### src/rtl/tff_counter_ctrl_pkg.sv
// Shared types for the T-FF bank counter controller and its next-count helper.
package tff_counter_ctrl_pkg;

    localparam int unsigned STATE_W = 2;

    typedef enum logic [STATE_W-1:0] {
        ST_CLEAR = 2'd0,
        ST_IDLE  = 2'd1,
        ST_RUN   = 2'd2,
        ST_PAUSE = 2'd3
    } state_t;

endpackage

### src/rtl/tff_next_calc.sv
// Modulo-M up/down next-count and wrap detection; mod_n==0 selects M = 2**WIDTH.
module tff_next_calc #(
    parameter int unsigned WIDTH = 4
) (
    input  logic [WIDTH-1:0] q,
    input  logic [WIDTH-1:0] mod_n,
    input  logic             up_dn,
    output logic [WIDTH-1:0] nxt,
    output logic             wrap_cond
);

    localparam int unsigned MW = WIDTH + 1;

    logic [MW-1:0] m;
    logic [MW-1:0] m_last;
    logic [MW-1:0] q_ext;

    // Extra bit lets M reach 2**WIDTH; q >= M covers a modulus lowered mid-count.
    always_comb begin
        q_ext     = {1'b0, q};
        m         = (mod_n == '0) ? {1'b1, {WIDTH{1'b0}}} : {1'b0, mod_n};
        m_last    = m - MW'(1);
        nxt       = '0;
        wrap_cond = 1'b0;
        if (up_dn) begin
            if (q_ext >= m_last) begin
                nxt       = '0;
                wrap_cond = 1'b1;
            end else begin
                nxt = q + WIDTH'(1);
            end
        end else begin
            if ((q == '0) || (q_ext >= m)) begin
                nxt       = m_last[WIDTH-1:0];
                wrap_cond = 1'b1;
            end else begin
                nxt = q - WIDTH'(1);
            end
        end
    end

endmodule

### src/rtl/tff_counter_ctrl.sv
// Sequences an external T-FF bank as a modulo-N up/down counter, clears it after
// reset and flags any bit that fails to follow its commanded toggle.
module tff_counter_ctrl
    import tff_counter_ctrl_pkg::*;
#(
    parameter int unsigned WIDTH = 4
) (
    input  logic             clk,
    input  logic             rst,
    input  logic             start,
    input  logic             stop,
    input  logic             clr,
    input  logic             up_dn,
    input  logic [WIDTH-1:0] mod_n,
    input  logic [WIDTH-1:0] q,
    output logic [WIDTH-1:0] t,
    output logic             busy,
    output logic             wrap,
    output logic             err
);

    state_t           state;
    state_t           state_nxt;
    logic [WIDTH-1:0] nxt;
    logic             wrap_cond;
    logic [WIDTH-1:0] exp;
    logic             chk;

    tff_next_calc #(.WIDTH(WIDTH)) u_next_calc (
        .q         (q),
        .mod_n     (mod_n),
        .up_dn     (up_dn),
        .nxt       (nxt),
        .wrap_cond (wrap_cond)
    );

    always_ff @(posedge clk or posedge rst) begin
        if (rst) begin
            state <= ST_CLEAR;
        end else begin
            state <= state_nxt;
        end
    end

    // Next state and toggle decode; clr outranks stop, which outranks start.
    always_comb begin
        state_nxt = state;
        t         = '0;
        case (state)
            ST_CLEAR: begin
                t = q;
                if (!clr && (q == '0)) state_nxt = ST_IDLE;
            end
            ST_IDLE: begin
                if (clr)        state_nxt = ST_CLEAR;
                else if (stop)  state_nxt = ST_IDLE;
                else if (start) state_nxt = ST_RUN;
            end
            ST_RUN: begin
                t = q ^ nxt;
                if (clr)       state_nxt = ST_CLEAR;
                else if (stop) state_nxt = ST_PAUSE;
            end
            ST_PAUSE: begin
                if (clr)        state_nxt = ST_CLEAR;
                else if (stop)  state_nxt = ST_PAUSE;
                else if (start) state_nxt = ST_RUN;
            end
            default: state_nxt = ST_CLEAR;
        endcase
    end

    assign busy = (state == ST_RUN);

    // exp is the value the bank must show next cycle; chk marks it as binding.
    always_ff @(posedge clk or posedge rst) begin
        if (rst) begin
            exp  <= '0;
            chk  <= 1'b0;
            wrap <= 1'b0;
            err  <= 1'b0;
        end else begin
            exp  <= (state == ST_RUN) ? nxt : q;
            chk  <= (state == ST_RUN) && !clr && !stop;
            wrap <= (state == ST_RUN) && wrap_cond;
            if (state == ST_CLEAR) begin
                err <= 1'b0;
            end else if (chk && (q != exp)) begin
                err <= 1'b1;
            end
        end
    end

endmodule
### config.mk
export PLATFORM = sky130hd
export DESIGN_NAME = tff_counter_ctrl
export DESIGN_NICKNAME = d
export VERILOG_FILES = /design/src/rtl/tff_counter_ctrl_pkg.sv /design/src/rtl/tff_next_calc.sv /design/src/rtl/tff_counter_ctrl.sv
export SDC_FILE = /design/constraint.sdc
export NUM_CORES = 1
export LEC_CHECK = 0
export CAP_MARGIN = 5
export CORE_MARGIN = 2
export CORE_UTILIZATION = 40
export CTS_BUF_LIST = sky130_fd_sc_hd__clkbuf_8
export DETAILED_ROUTE_END_ITERATION = 8
export MAX_ROUTING_LAYER = met4
export SKIP_LAST_GASP = 1
export SYNTH_ARGS = -nofsm -noshare
export SYNTH_HDL_FRONTEND = slang
export SYNTH_SLANG_ARGS = --single-unit
### constraint.sdc
create_clock -name clk -period 10.9 [get_ports clk]
set_input_delay 2.725 -clock clk [delete_from_list [all_inputs] [get_ports clk]]
set_output_delay 2.725 -clock clk [all_outputs]
set_load 0.05 [all_outputs]
# After elaboration in Yosys (flattened, before gate mapping)
# Index checks and enable logic that the tools add are counted.
word_totals:
  elab_cells: 50
  ff_bits: 9
  input_bits: 14
  out_inout_bits: 7
op_classes:
  n_reduce_logical: 13
  n_addsub: 3
  bitwise_logic: 1
  eq_ne: 6
  mux: 20
  magnitude_cmp: 2
op_table:
  columns: ["operator", "count"]
  rows:
  - ["$mux W2", 8]
  - ["$mux W4", 4]
  - ["$ge A4 B5 Y1", 2]
  - ["$logic_not A4 Y1", 2]
  - ["$pmux W2 S4", 1]
  - ["$pmux W4 S2", 1]
  - ["$logic_and A1 B1 Y1", 5]
  - ["$mux W1", 5]
  - ["$mux W5", 1]
  - ["$sub A5 B1 Y5 const B", 1]
  - ["$add A4 B1 Y4 const B", 1]
  - ["$eq A2 B2 Y1 const B", 2]
  - ["$ne A4 B4 Y1", 1]
  - ["$sub A4 B1 Y4 const B", 1]
  - ["$xor A4 B4 Y4", 1]
  - ["$ne A3 B3 Y1 const B", 1]
  - ["$eq A2 B1 Y1 const B", 1]
  - ["$logic_not A1 Y1", 2]
  - ["$logic_not A2 Y1", 1]
  - ["$ne A2 B2 Y1 const B", 1]
  - ["$reduce_and A2 Y1", 1]
  - ["$reduce_bool A2 Y1", 1]
  - ["$logic_or A1 B1 Y1", 1]

# Depth between registers and ports, before layout
# Gate-level depths: netlist of run 1.
depth:
  ltp_word: 8
  ltp_mapped: 11
  ltp_nobuf: 11

# By module
# A second synthesis of run 1 with hierarchy kept.
unflattened:
  cells_unflattened: 101
  hier_area_um2: 927.1
modules_own_cells:
  columns: ["mod", "area_per_inst_um2", "cells_each", "n_inst", "seq_area_each_um2"]
  rows:
  - ["tff_counter_ctrl", 471.7, 44, 1, 225.2]
  - ["tff_next_calc", 455.4, 57, 1, 0.0]

# Worst setup path before layout of run 1
# Ideal clock, no wire load.
synth_timing:
  path_type: "input port to output port"
  startpoint: "input port mod_n[0]"
  endpoint: "output port t[0]"
  stages: 10
  t_required_ns: 8.175
  setup_slack_ns: 2.622
  arrival_ns: 5.553
  n_path_buf: 0
  path_cell_list: "inv_1 ha_1 or3b_4 nand2_1 ha_1 a31oi_1 o21ai_1 nand4_1 a21oi_1 a311oi_1"
synth_via:
  elab_chain_len: 8
  word_cells_on_any_way: 11
  classes_between: "add/sub: 1; order compare: 2; mux: 5; bitwise: 1; reduce/logical: 2"
synth_rtl:
  columns: ["item", "line_no", "rtl"]
  rows:
  - ["start: declaration", "tff_counter_ctrl.sv:14", "input logic [WIDTH-1:0] mod_n,"]
  - ["$logic_not A4 Y1", "tff_next_calc.sv:21", "m = (mod_n == '0) ? {1'b1, {WIDTH{1'b0}}} : {1'b0, mod_n};"]
  - ["$mux W5 (*)", "tff_next_calc.sv:21", null]
  - ["$sub A5 B1 Y5 / $ge A4 B5 Y1 (equally long branches)", "tff_next_calc.sv:22, tff_next_calc.sv:33", null]
  - ["$ge A4 B5 Y1 / $logic_or A1 B1 Y1 (equally long branches)", "tff_next_calc.sv:26, tff_next_calc.sv:33", null]
  - ["$mux W4 (on tied branches)", "tff_next_calc.sv:26, tff_next_calc.sv:33", null]
  - ["$mux W4 (*)", "tff_next_calc.sv:25", "if (up_dn) begin"]
  - ["$xor A4 B4 Y4 (*)", "tff_counter_ctrl.sv:60", "t = q ^ nxt;"]
  - ["$pmux W4 S2 (*)", "tff_counter_ctrl.sv:49", "case (state)"]
  - ["end: declaration", "tff_counter_ctrl.sv:16", "output logic [WIDTH-1:0] t,"]
# Mark *: on every way between the ends. The rest lies on a longest branch, timed or not.

# Worst setup path after layout of run 1
layout_timing:
  startpoint: "input port mod_n[0]"
  endpoint: "output port t[3]"
# The elaborated chain is that of the path after synthesis.

==> metrics list, run 1 <==
- In the final design database the tool counted 167 nets.
* Worst rel slew slack: 65.2%
* Internal power: between 0.07 and 0.08 mW
- Most frequent cells in the layout: sky130_fd_sc_hd__clkdlybuf4s50_1 (20), sky130_fd_sc_hd__ha_1 (13), sky130_fd_sc_hd__nor2_1 (12), sky130_fd_sc_hd__inv_1 (12), sky130_fd_sc_hd__dfrtp_1 (9)
* Final design area excluding fillers: 1280 um^2
- Number of slew-limit violations in the final report: 0
- In this run the critical register-to-register path is captured at exp[3].
* Count of input and output buffers: 20
* Setup TNS Final: 0 ps
- The worst hold path begins at chk.
- Setup violations remaining at the end of the flow were counted as 0.
- For hold timing, the worst endpoint is err.
- Reg2Reg Depth: 4
* Maximum number of pins on one net before global-route repair: 13
* Via count of the first global-routing pass: about 920
- Detailed routing inserted a total of 963 vias.
- Placeable core area: 2430 um^2
- Most frequent standard cell in the layout excluding fill and tap cells: sky130_fd_sc_hd__clkdlybuf4s50_1
* Antenna diode instance count: 0
- The min-delay analysis places its worst path in the category register to register.
* Fraction of the cycle the final worst path needs: 84.6%
- Result of the run: completed
- Share of synthesized flip-flops with an asynchronous set or reset: 100%
- After detailed routing, the average wire length per cell comes to around 15 um.
* R2R setup slack: 9550 ps
- Router iterations before antenna repair: 4
- Number of maximum-capacitance constraint violations: 0
- Dividing the detail-routed via count by the number of cells gives 5.70.
- No sink is reached through more buffers than the 2 on the longest clock path.
* Floorplan die height: between 50 and 60 um
- Final routed wirelength across all metal layers: 2560 um
- Combinational group share of total power: 38.6%
* # DRC: 0
* Most used flip-flop cell after synthesis: sky130_fd_sc_hd__dfrtp_1
* Number of flops mapped to enable cells by yosys: 0
* Mean instance size in the synthesized netlist: roughly 8.4 um^2
- For the worst setup path, the data arrival time is 6500 ps.
- Setup repair after global routing left no endpoint under its margin.
* TritonCTS clock tree: yes
* Yosys cell types: 39
- Switching power share of the total: 33.0%
* Worst R2R Start: state[0]
- DIE AREA: 2960 um^2
- After detailed placement, the total cell area comes to 1230 um^2.
* Critical path startpoint category: input port
* Wire length of the first global-routing pass: 4180 um
* Final core area utilization: 52.5%
- The worst setup path is captured at an output pin.
- Critical path class: input port to output pin
- Post-DRT Antenna Nets: 0
- Prior to clock tree synthesis, the placed netlist has a worst setup slack of 1660 ps.
- Req. time, crit path: 8180 ps
- Row count: 18
- Final hold violation count: 0
- Relative to the synthesized area, the layout overhead comes to 25.6%.
* Layout cell share with drive strength beyond 1: 5.76%
- The mapped netlist covers 1020 um^2.
- Once routing completed, OpenROAD measured the worst setup slack at approximately 1700 ps.
- Critical path fanouts, max: 5
- For the pin with the worst max-slew slack, the measured transition is about 520 ps.
- After clock tree synthesis, the repair step resized 0 gates.
- The worst-case IR drop observed on VDD is 0.0789 mV.
* Clock-pin slew reported for the worst setup and hold paths after clock tree synthesis: roughly 40 ps
- Sequential cells account for 30.3% of the total power.
- Total CTS buffers: 3
- The worst hold path passes through 2 cells.
- The smallest clock period supported by the final layout is computed as 9230 ps.
- Hold Buf Count CTS: 0
- The tree built by TritonCTS fans out to 9 sinks.
- Buffers added to address setup during post-CTS repair amount to 0.
* Post-synthesis sequential area ratio: between 20% and 30%
- Overall overflow remaining after global route: 0
* I/O pin count: 21
* Number of cells produced by synthesis: ~120
- The later pin in the worst-skew pair is clocked with a latency of 230 ps.
- Pleak: about 0.58 nW
- Counting flops and latches in the post-synthesis netlist gives 9.
- In this run the number of H-tree levels came out at 1.
- Root buf cell: sky130_fd_sc_hd__clkbuf_8
* Power, Total: between 0.1 and 0.15 mW
- In this run, the number of DRC markers left after iteration 0 of detailed routing was 35.
- The share of total power dissipated in the clock network is 31.1%.
* Nets in the synthesized netlist: 148
* Aggregate global-route resource usage: 20.0%
- Gpl congestion: roughly 0.85
- Initial Utilization: 41.8%
- Between clock sinks in the finished design, the worst skew comes to between 2 and 2.5 ps.
* Count of warnings emitted by yosys: 0
* Power density of the placed cells: between 90 and 100 nW/um^2
* HPWL after detailed placement: 2030 um
- Static timing analysis puts the maximum clock frequency at 0.108 GHz.
- The number of antenna violations at the first check in global routing is 0.
* Horizontal die dimension: 54.4 um
- Total net switching power: 0.0388 mW
-- stage by stage --
step	cells	hold WS, ps
3_3_place_gp	165	487
4_1_cts	169	502
5_1_grt	169	539
3_5_place_dp	165	494
2_1_floorplan	121	474
6_report	169	498
-- layout make-up --
type	instances	area, um^2
fill	221	1160
multi-input combinational	95	727
sequential	9	225
timing repair buffer	20	200
clock buffer	3	41.3
inverter	11	41.3
tap	30	37.5
clock inverter	1	3.75
-- flip-flops by register name, summed over array words and instances, names as in the netlist --
register,count
chk,1
err,1
exp,4
state,2
wrap,1
-- power groups by stage --
stage / Clock [mW] / Combinational [mW] / Sequential (mW)
finish: 0.0366 / 0.0454 / 0.0357
global route: 0.0403 / 0.0497 / 0.0358
CTS: 0.0376 / 0.0456 / 0.0357
detailed placement: 0 / 0.0452 / 0.0362
global placement: 0 / 0.0447 / 0.0361
floorplan: 0 / 0.0314 / 0.0357
-- worst max-delay path by stage --
stage / start / end / slack, ps / cells past startpoint
4_1_cts: mod_n[0] / t[3] / 1650 / 12
3_3_place_gp: mod_n[0] / t[3] / 1730 / 12
2_1_floorplan: mod_n[0] / t[0] / 2620 / 10
5_1_grt: mod_n[0] / t[3] / 1410 / 12
6_report: mod_n[0] / t[3] / 1670 / 12
3_5_place_dp: mod_n[0] / t[3] / 1660 / 12
-- cells by family after synthesis --
family                   count (synthesis)  share of synthesized area [%]
flip-flops                               9                           22.2
multiplexers                             5                           5.30
AO/OA/AOI/OAI                           34                           25.9
buffers and inverters                   17                           6.28
AND/OR/NAND/NOR                         34                           16.6
adder cells (fa/ha/maj)                 13                           16.0
XOR/XNOR                                 9                           7.76
-- Yosys cell counts (3+ instances only) --
| library cell | instances | share of area (%) |
|---|---|---|
| sky130_fd_sc_hd__o21ai_0 | 3 | 1.5 |
| sky130_fd_sc_hd__a21oi_1 | 7 | 3.4 |
| sky130_fd_sc_hd__ha_1 | 13 | 16 |
| sky130_fd_sc_hd__nor2_1 | 12 | 4.4 |
| sky130_fd_sc_hd__nor3_1 | 4 | 2.0 |
| sky130_fd_sc_hd__xnor2_1 | 8 | 6.9 |
| sky130_fd_sc_hd__dfrtp_1 | 9 | 22 |
| sky130_fd_sc_hd__inv_1 | 11 | 4.1 |
| sky130_fd_sc_hd__clkbuf_1 | 6 | 2.2 |
| sky130_fd_sc_hd__nand2_1 | 7 | 2.6 |
-- critical path, cell delays in order --
cell	delay, ps
sky130_fd_sc_hd__clkdlybuf4s50_1	480
sky130_fd_sc_hd__inv_1	160
sky130_fd_sc_hd__ha_1	220
sky130_fd_sc_hd__or3b_4	440
sky130_fd_sc_hd__nand2_1	90
sky130_fd_sc_hd__ha_1	220
sky130_fd_sc_hd__a31oi_1	270
sky130_fd_sc_hd__o21a_4	210
sky130_fd_sc_hd__mux2_1	340
sky130_fd_sc_hd__o32ai_1	260
sky130_fd_sc_hd__mux2_2	380
sky130_fd_sc_hd__clkdlybuf4s50_1	700
-- per-layer routing --
metal  vias to the layer above  part of all wire (%)  global-route usage (%)  wire length [um]
li1                        475                     -                       -                 -
met2                        32                    50                    33.3              1270
met4                         0                     0                    2.50                 0
met1                       456                    45                    25.9              1150
met3                         0                   5.1                    3.28               131
met5                         -                     0                       -                 0
Power figures use the tool's default switching activity.
==> inputs of run 2 (changes only) <==
--- a/config.mk
+++ b/config.mk
@@ -11,6 +11,7 @@
 export CTS_BUF_LIST = sky130_fd_sc_hd__clkbuf_8
 export DETAILED_ROUTE_END_ITERATION = 8
 export MAX_ROUTING_LAYER = met4
+export PLACE_DENSITY = 0.67
 export SKIP_LAST_GASP = 1
 export SYNTH_ARGS = -nofsm -noshare
 export SYNTH_HDL_FRONTEND = slang
==> constraint.sdc (replaced) <==
create_clock -name clk -period 8.1 [get_ports clk]
set_input_delay 2.025 -clock clk [delete_from_list [all_inputs] [get_ports clk]]
set_output_delay 2.025 -clock clk [all_outputs]
set_load 0.05 [all_outputs]
==> run 2 against run 1 <==
Cell count up 1.2%. Combinational power up 35%. Flip-flop and latch count unchanged. Sequential power up 34%. Largest power group unchanged. Setup slack worse by 1400 ps. Critical path type unchanged. Die area unchanged. Highest routed layer is now met4. Core utilization up 0.51 points. Clock power up 41%. Power up 37%. Register-to-register slack worse by 2800 ps.
==> metrics list, run 2 (synthesis results as in run 1) <==
- Stages on the worst setup path: 12 (unchanged)
- The number of antenna violations at the first check in global routing was 0 (unchanged).
- Worst supply voltage drop on vdd: 0.0818 mV (was 0.0789 mV)
- Total CTS buffers: 3 (unchanged)
- Worst path max stage delay: 690 ps (was 700 ps)
* Worst min path class: register to register (unchanged)
* Endpoint type of the worst setup path: output pin (unchanged)
* Critical Path, Cell by Cell: clkdlybuf4s50_1 > inv_1 > ha_1 > or3b_4 > nand2_1 > ha_1 > a31oi_1 > o21a_4 > mux2_1 > o32ai_1 > mux2_2 > clkdlybuf4s50_1 (unchanged)
- Hold Buf Count CTS: 0 (unchanged)
- Most frequent cells in the layout: sky130_fd_sc_hd__clkdlybuf4s50_1 (19), sky130_fd_sc_hd__ha_1 (13), sky130_fd_sc_hd__nor2_1 (12), sky130_fd_sc_hd__inv_1 (12), sky130_fd_sc_hd__dfrtp_1 (9) (was sky130_fd_sc_hd__clkdlybuf4s50_1 (20), sky130_fd_sc_hd__ha_1 (13), sky130_fd_sc_hd__nor2_1 (12), sky130_fd_sc_hd__inv_1 (12), sky130_fd_sc_hd__dfrtp_1 (9))
- The count of endpoints failing setup in the final report is 0 (unchanged).
- The via count of the first global-routing pass came to 961 (was 923).
- The initial cell density of the core came to 41.8% (unchanged).
- WP data arrival: 5770 ps (was 6500 ps)
- # DRC: 0 (unchanged)
* Req. time, crit path: 6080 ps (was 8180 ps)
- The cell row count came to 18 (unchanged).
- Hold Worst Slack: 516 ps (was 498 ps)
- The clock latency on the worst-skew pair was 240 ps (was 230 ps).
* Clock skew: 0.710 ps (was 2.37 ps)
- The nature of the critical path startpoint is an input port (unchanged).
* Result of the run: completed (unchanged)
- Clock period minus worst slack: 7800 ps
* Final Net Count: 169 (was 167)
* Most frequent standard cell in the layout excluding fill and tap cells: sky130_fd_sc_hd__clkdlybuf4s50_1 (unchanged)
- The average wire length per cell after detail routing came to 14.2 um (was 15.1 um).
- The clock sink count came to 9 (unchanged).
- The register clock-pin slew on the reported worst setup and hold paths was 40 ps (about the same).
- Final hold violation count: 0 (unchanged)
- Slowest stage cell on the critical path: sky130_fd_sc_hd__clkdlybuf4s50_1 (unchanged)
* Reg2Reg Depth: 2 (was 4)
* RSZ-0062 raised after global routing: no (unchanged)
* Most flops, register: exp (unchanged)
* Aggregate global-route resource usage: 20.5% (was 20.0%)
- The number of inserted diodes was 0 (unchanged).
* Worst rel slew slack: 66.0% (was 65.2%)
* Peak clock frequency supported by timing: about 0.13 GHz
- The largest net degree at the start of global routing is 13 (unchanged).
* HPWL after detailed placement: 1920 um (was 2030 um)
- DIE AREA: 2960 um^2 (unchanged)
* Power, Total: 0.161 mW (was 0.118 mW)
- The total setup buffers inserted after CTS came to 0 (unchanged).
* Area after detailed placement: 1240 um^2 (was 1230 um^2)
- Number of slew-limit violations in the final report: 0 (unchanged)
- Avg Vias per Cell: 5.63 (was 5.70)
- The cell depth of the worst min-delay path came to 2 (unchanged).
- Resized Gates After CTS: 0 (unchanged)
- Horizontal die dimension: 54.4 um (unchanged)
- Pleak: 0.593 nW (was 0.582 nW)
- The residual overflow from global routing was 0 (unchanged).
- Final routed wirelength across all metal layers: 2430 um (was 2560 um)
* Post-DRT Antenna Nets: 0 (unchanged)
* Critical path fanouts, max: 5 (unchanged)
* Worst-margin pin slew: 509 ps (was 520 ps)
* Wire length of the first global-routing pass: 4190 um (was 4180 um)
- Dividing the final minimum period by the clock period gives between 90 and 100%.
- 1st-iter DRT viols: 21 (was 35)
- The power per cell area was 125 nW/um^2 (was 92.2 nW/um^2).
- The summed negative setup slack over all endpoints was 0 ps (unchanged).
- Final design area excluding fillers: 1290 um^2 (was 1280 um^2)
- The total I/O pin count is 21 (unchanged).
- The max capacitance violation total came to 0 (unchanged).
- The number of H-tree levels came to 1 (unchanged).
- TritonCTS clock tree: yes (unchanged)
- The flip-flop count of the largest register, all copies and words added was 4 (unchanged).
- Router iterations before antenna repair: 5 (was 4)
- Largest registers in the final layout: exp x4, state x2 (unchanged).
- The maximum number of buffers from clock root to sink is 2 (unchanged).
* Number of buffer and inverter instances along the worst setup path: 3 (unchanged)
* Via Count: 963 (unchanged)
- The area added between synthesis and finish is 26.8% (was 25.6%).
* Gpl congestion: 0.920 (was 0.850)
* Count of input and output buffers: 20 (unchanged)
- Floorplan die height: 54.4 um (unchanged)
- The critical path's top delay family was buffers and inverters (unchanged).
- The core box area is 2430 um^2 (unchanged).
- Root buf cell: sky130_fd_sc_hd__clkbuf_8 (unchanged)
- Layout cell share with drive strength beyond 1: 7.80% (was 5.76%)
- Critical path class: input port to output pin (unchanged)
==> run 2: stage by stage <==
step | cells | util, % | worst slack [ps]
after global placement | 167 | 51.1 | 412
after CTS | 171 | 53.0 | 306
after floorplan | 121 | - | 1220
final | 171 | 53.0 | 305
after global routing | 171 | 53.0 | 144
after detailed placement | 167 | 51.1 | 336
==> run 2: final cells by class <==
class	count	area, um^2
Tap cell	30	37.5
Fill cell	210	1140
Multi-Input combinational cell	95	727
Sequential cell	9	225
Inverter	11	41.3
Clock buffer	3	41.3
Timing Repair Buffer	22	213
Clock inverter	1	3.75
==> run 2: where the power goes <==
group	switching (mW)	internal, mW	leakage, nW	total, mW
logic	0.0344	0.0271	0.450	0.0615
clock network	0.0187	0.0331	0.0269	0.0517
registers	0.00135	0.0467	0.116	0.0480
==> run 2: worst paths after layout <==
| kind | endpoint | from | slack [ps] |
|---|---|---|---|
| worst max-delay path | t[3] | mod_n[0] | 300 |
| worst min-delay path | err | chk | 520 |
| worst max register to register | exp[2] | state[0] | 6760 |
| worst min register to register | err | chk | 520 |
| max in group asynchronous | state[0] | rst | 5800 |
| min in group asynchronous | err | rst | 2050 |
==> run 2: layer usage <==
metal	wire [um]	track usage [%]
met5	0	-
met4	38	6.25
met3	81	6.56
met2	1160	31.1
met1	1160	25.8
==> run 2: worst register-to-register path, cell delays in order (launching register included) <==
cell	delay (ps)
sky130_fd_sc_hd__dfrtp_1	480
sky130_fd_sc_hd__nand2b_1	330
sky130_fd_sc_hd__o41ai_1	420
==> inputs of run 3 (changes only) <==
--- a/config.mk
+++ b/config.mk
@@ -9,6 +9,7 @@
 export CORE_MARGIN = 2
 export CORE_UTILIZATION = 40
 export CTS_BUF_LIST = sky130_fd_sc_hd__clkbuf_8
+export CTS_CLUSTER_DIAMETER = 120
 export DETAILED_ROUTE_END_ITERATION = 8
 export MAX_ROUTING_LAYER = met4
 export PLACE_DENSITY = 0.67
==> constraint.sdc (replaced) <==
create_clock -name clk -period 8.1 [get_ports clk]
set_input_delay 0.81 -clock clk [delete_from_list [all_inputs] [get_ports clk]]
set_output_delay 0.81 -clock clk [all_outputs]
set_load 0.05 [all_outputs]
==> run 3 against run 2 <==
Non-clock buffer count shrank 2. Hold slack got worse by 16 ps. Sequential power about the same. Register-to-register slack worse by 20 ps. Clock skew up 3.4 ps. Final area down 0.97%. Cell count shrank 1.2%. Flip-flop and latch count unchanged. Critical path depth unchanged. Maximum frequency up 44%. Via count down 2.3%. Sequential share of layout area up 0.17 points. Highest routed layer unchanged.
==> metrics list, run 3 (synthesis results as in run 1) <==
- DIE AREA: 2960 um^2 (unchanged)
- Final Net Count: 167 (was 169)
* Resized Gates After CTS: 0 (unchanged)
- Row count: 18 (unchanged)
- The horizontal extent of the die was 54.4 um (unchanged).
- Clock-pin slew reported for the worst setup and hold paths after clock tree synthesis: 40 ps (about the same)
* Number of flip-flops in the largest register: 4 (unchanged)
- Initial Utilization: 41.8% (unchanged)
- The count of endpoints failing setup in the final report is 0 (unchanged).
* Clock period minus worst slack: 5410 ps (was 7800 ps)
- Fraction of the cycle the final worst path needs: 66.8% (was 96.2%)
- The largest net degree at the start of global routing is 13 (unchanged).
- The post-route cell area came to 1280 um^2 (was 1290 um^2).
- The total wirelength of the detailed-routed design is 2490 um (was 2430 um).
- Via count of the first global-routing pass: 833 (was 961)
- Hold Worst Slack: 500 ps (was 516 ps)
* RSZ-0062 raised after global routing: no (unchanged)
* Worst rel slew slack: 65.7% (was 66.0%)
- The sum of net half-perimeters after detailed placement is 1950 um (was 1920 um).
- Number of H-tree branching levels: 1 (unchanged)
* Peak clock frequency supported by timing: 0.185 GHz (was 0.128 GHz)
- 1st-iter DRT viols: 22 (was 21)
- The post-detailed-route via-to-cell ratio was 5.57 (was 5.63).
* Worst-margin pin slew: 513 ps (was 509 ps)
- WP data arrival: 4600 ps (was 5770 ps)
* Area growth from synthesis to layout: 25.6% (was 26.8%)
* Floorplan die height: 54.4 um (unchanged)
- TritonCTS sink count: 9 (unchanged)
* Post-DRT Antenna Nets: 0 (unchanged)
- Worst min path class: register to register (unchanged)
- Layout cell share with drive strength beyond 1: 5.76% (was 7.80%)
* Power density of the placed cells: 126 nW/um^2 (was 125 nW/um^2)
* Largest registers in the final layout: exp x4, state x2 (unchanged)
- The clock skew was 4.10 ps (was 0.710 ps).
- The clock latency on the worst-skew pair is 240 ps (about the same).
- Layout filler cell count: 227 (was 210)
* Req. time, crit path: 7290 ps (was 6080 ps)
- The maximum number of buffers from clock root to sink came to 2 (unchanged).
* Router iterations before antenna repair: 4 (was 5)
- Critical path fanouts, max: 5 (unchanged)
* Antenna violations before repair: 0 (unchanged)
- Count of input and output buffers: 20 (unchanged)
- Setup TNS Final: 0 ps (unchanged)
- The total setup buffers inserted after CTS was 0 (unchanged).
* Most frequent cells in the layout: sky130_fd_sc_hd__clkdlybuf4s50_1 (20), sky130_fd_sc_hd__ha_1 (13), sky130_fd_sc_hd__nor2_1 (12), sky130_fd_sc_hd__inv_1 (12), sky130_fd_sc_hd__dfrtp_1 (9) (was sky130_fd_sc_hd__clkdlybuf4s50_1 (19), sky130_fd_sc_hd__ha_1 (13), sky130_fd_sc_hd__nor2_1 (12), sky130_fd_sc_hd__inv_1 (12), sky130_fd_sc_hd__dfrtp_1 (9))
- The final count of pins violating max slew was 0 (unchanged).
- Most flops, register: exp (unchanged)
- The final estimated routing congestion in global placement was 0.848 (was 0.920).
- The total clock buffers created by CTS came to 3 (unchanged).
- # DRC: 0 (unchanged)
- The non-filler instance count after layout is 169 (was 171).
- The clock root buffer is sky130_fd_sc_hd__clkbuf_8 (unchanged).
* Placeable core area: 2430 um^2 (unchanged)
* Wire length of the first global-routing pass: 3900 um (was 4190 um)
* Critical path class: input port to output pin (unchanged)
- The number of hold violations in the final report was 0 (unchanged).
- Via Count: 941 (was 963)
- The number of inserted diodes was 0 (unchanged).
- The overall fraction of global-route tracks in use came to 19.0% (was 20.5%).
- Power, Total: 0.160 mW (was 0.161 mW)
- Hold Buf Count CTS: 0 (unchanged)
- Worst supply voltage drop on vdd: 0.113 mV (was 0.0818 mV)
- Cells after DPL: 165 (was 167)
* Result of the run: completed (unchanged)
* Area after detailed placement: 1230 um^2 (was 1240 um^2)
- The average wire length per cell after detail routing is 14.7 um (was 14.2 um).
- The max capacitance violation total came to 0 (unchanged).
- Overall overflow remaining after global route: 0 (unchanged)
* Critical path startpoint category: input port (unchanged)
- TritonCTS clock tree: yes (unchanged)
- The category of the worst setup path capture point was an output pin (unchanged).
* I/O pin count: 21 (unchanged)
* Most frequent standard cell in the layout excluding fill and tap cells: sky130_fd_sc_hd__clkdlybuf4s50_1 (unchanged)
* Pleak: 0.582 nW (was 0.593 nW)
==> run 3: changes by cell type in the layout (fill, tap and decap cells not counted) <==
cell / delta
sky130_fd_sc_hd__buf_4: -3
sky130_fd_sc_hd__clkdlybuf4s50_1: +1
==> run 3: where the power goes <==
group / total [mW] / internal (mW) / switching (mW)
Clock: 0.0514 / 0.0330 / 0.0184
Sequential: 0.0480 / 0.0467 / 0.00132
Combinational: 0.0610 / 0.0265 / 0.0345
Total: 0.160 / 0.106 / 0.0542
==> run 3: worst paths after layout <==
path,cells after the start,slack [ps],startpoint,end
worst max register to register,2,6740,state[0],exp[2]
worst min register to register,2,500,chk,err
min in group asynchronous,2,830,rst,exp[2]
worst min-delay path,2,500,chk,err
worst max-delay path,12,2690,mod_n[0],t[3]
max in group asynchronous,2,7020,rst,exp[0]
==> run 3: metal layers <==
layer  track usage (%)  part of all wire (%)  vias up
met1              25.4                    47      437
met2              30.3                    47       30
met4              6.25                   1.3        0
met3              1.64                   5.2        2
li1                  -                     -      472
met5                 -                     0        -
==> run 3: final cells by class <==
type | count | area [um^2] | share of cell area (%)
Multi-Input combinational cell | 95 | 727 | 57.0
Sequential cell | 9 | 225 | 17.6
Timing Repair Buffer | 20 | 200 | 15.7
Clock buffer | 3 | 41.3 | 3.24
Inverter | 11 | 41.3 | 3.24
Tap cell | 30 | 37.5 | 2.94
Clock inverter | 1 | 3.75 | 0.294
==> run 3: critical path, stage by stage <==
cell                              delay [ps]
sky130_fd_sc_hd__clkdlybuf4s50_1         490
sky130_fd_sc_hd__inv_1                   170
sky130_fd_sc_hd__ha_1                    210
sky130_fd_sc_hd__or3b_4                  440
sky130_fd_sc_hd__nand2_1                  90
sky130_fd_sc_hd__ha_1                    220
sky130_fd_sc_hd__a31oi_1                 270
sky130_fd_sc_hd__o21a_4                  210
sky130_fd_sc_hd__mux2_1                  340
sky130_fd_sc_hd__o32ai_1                 290
sky130_fd_sc_hd__mux2_2                  370
sky130_fd_sc_hd__clkdlybuf4s50_1         700
==> run 3: stage by stage <==
step / util (%) / worst slack (ps)
floorplan: - / 3650
global placement: 50.6 / 2760
detailed placement: 50.6 / 2700
CTS: 52.5 / 2670
global route: 52.5 / 2480
finish: 52.5 / 2690
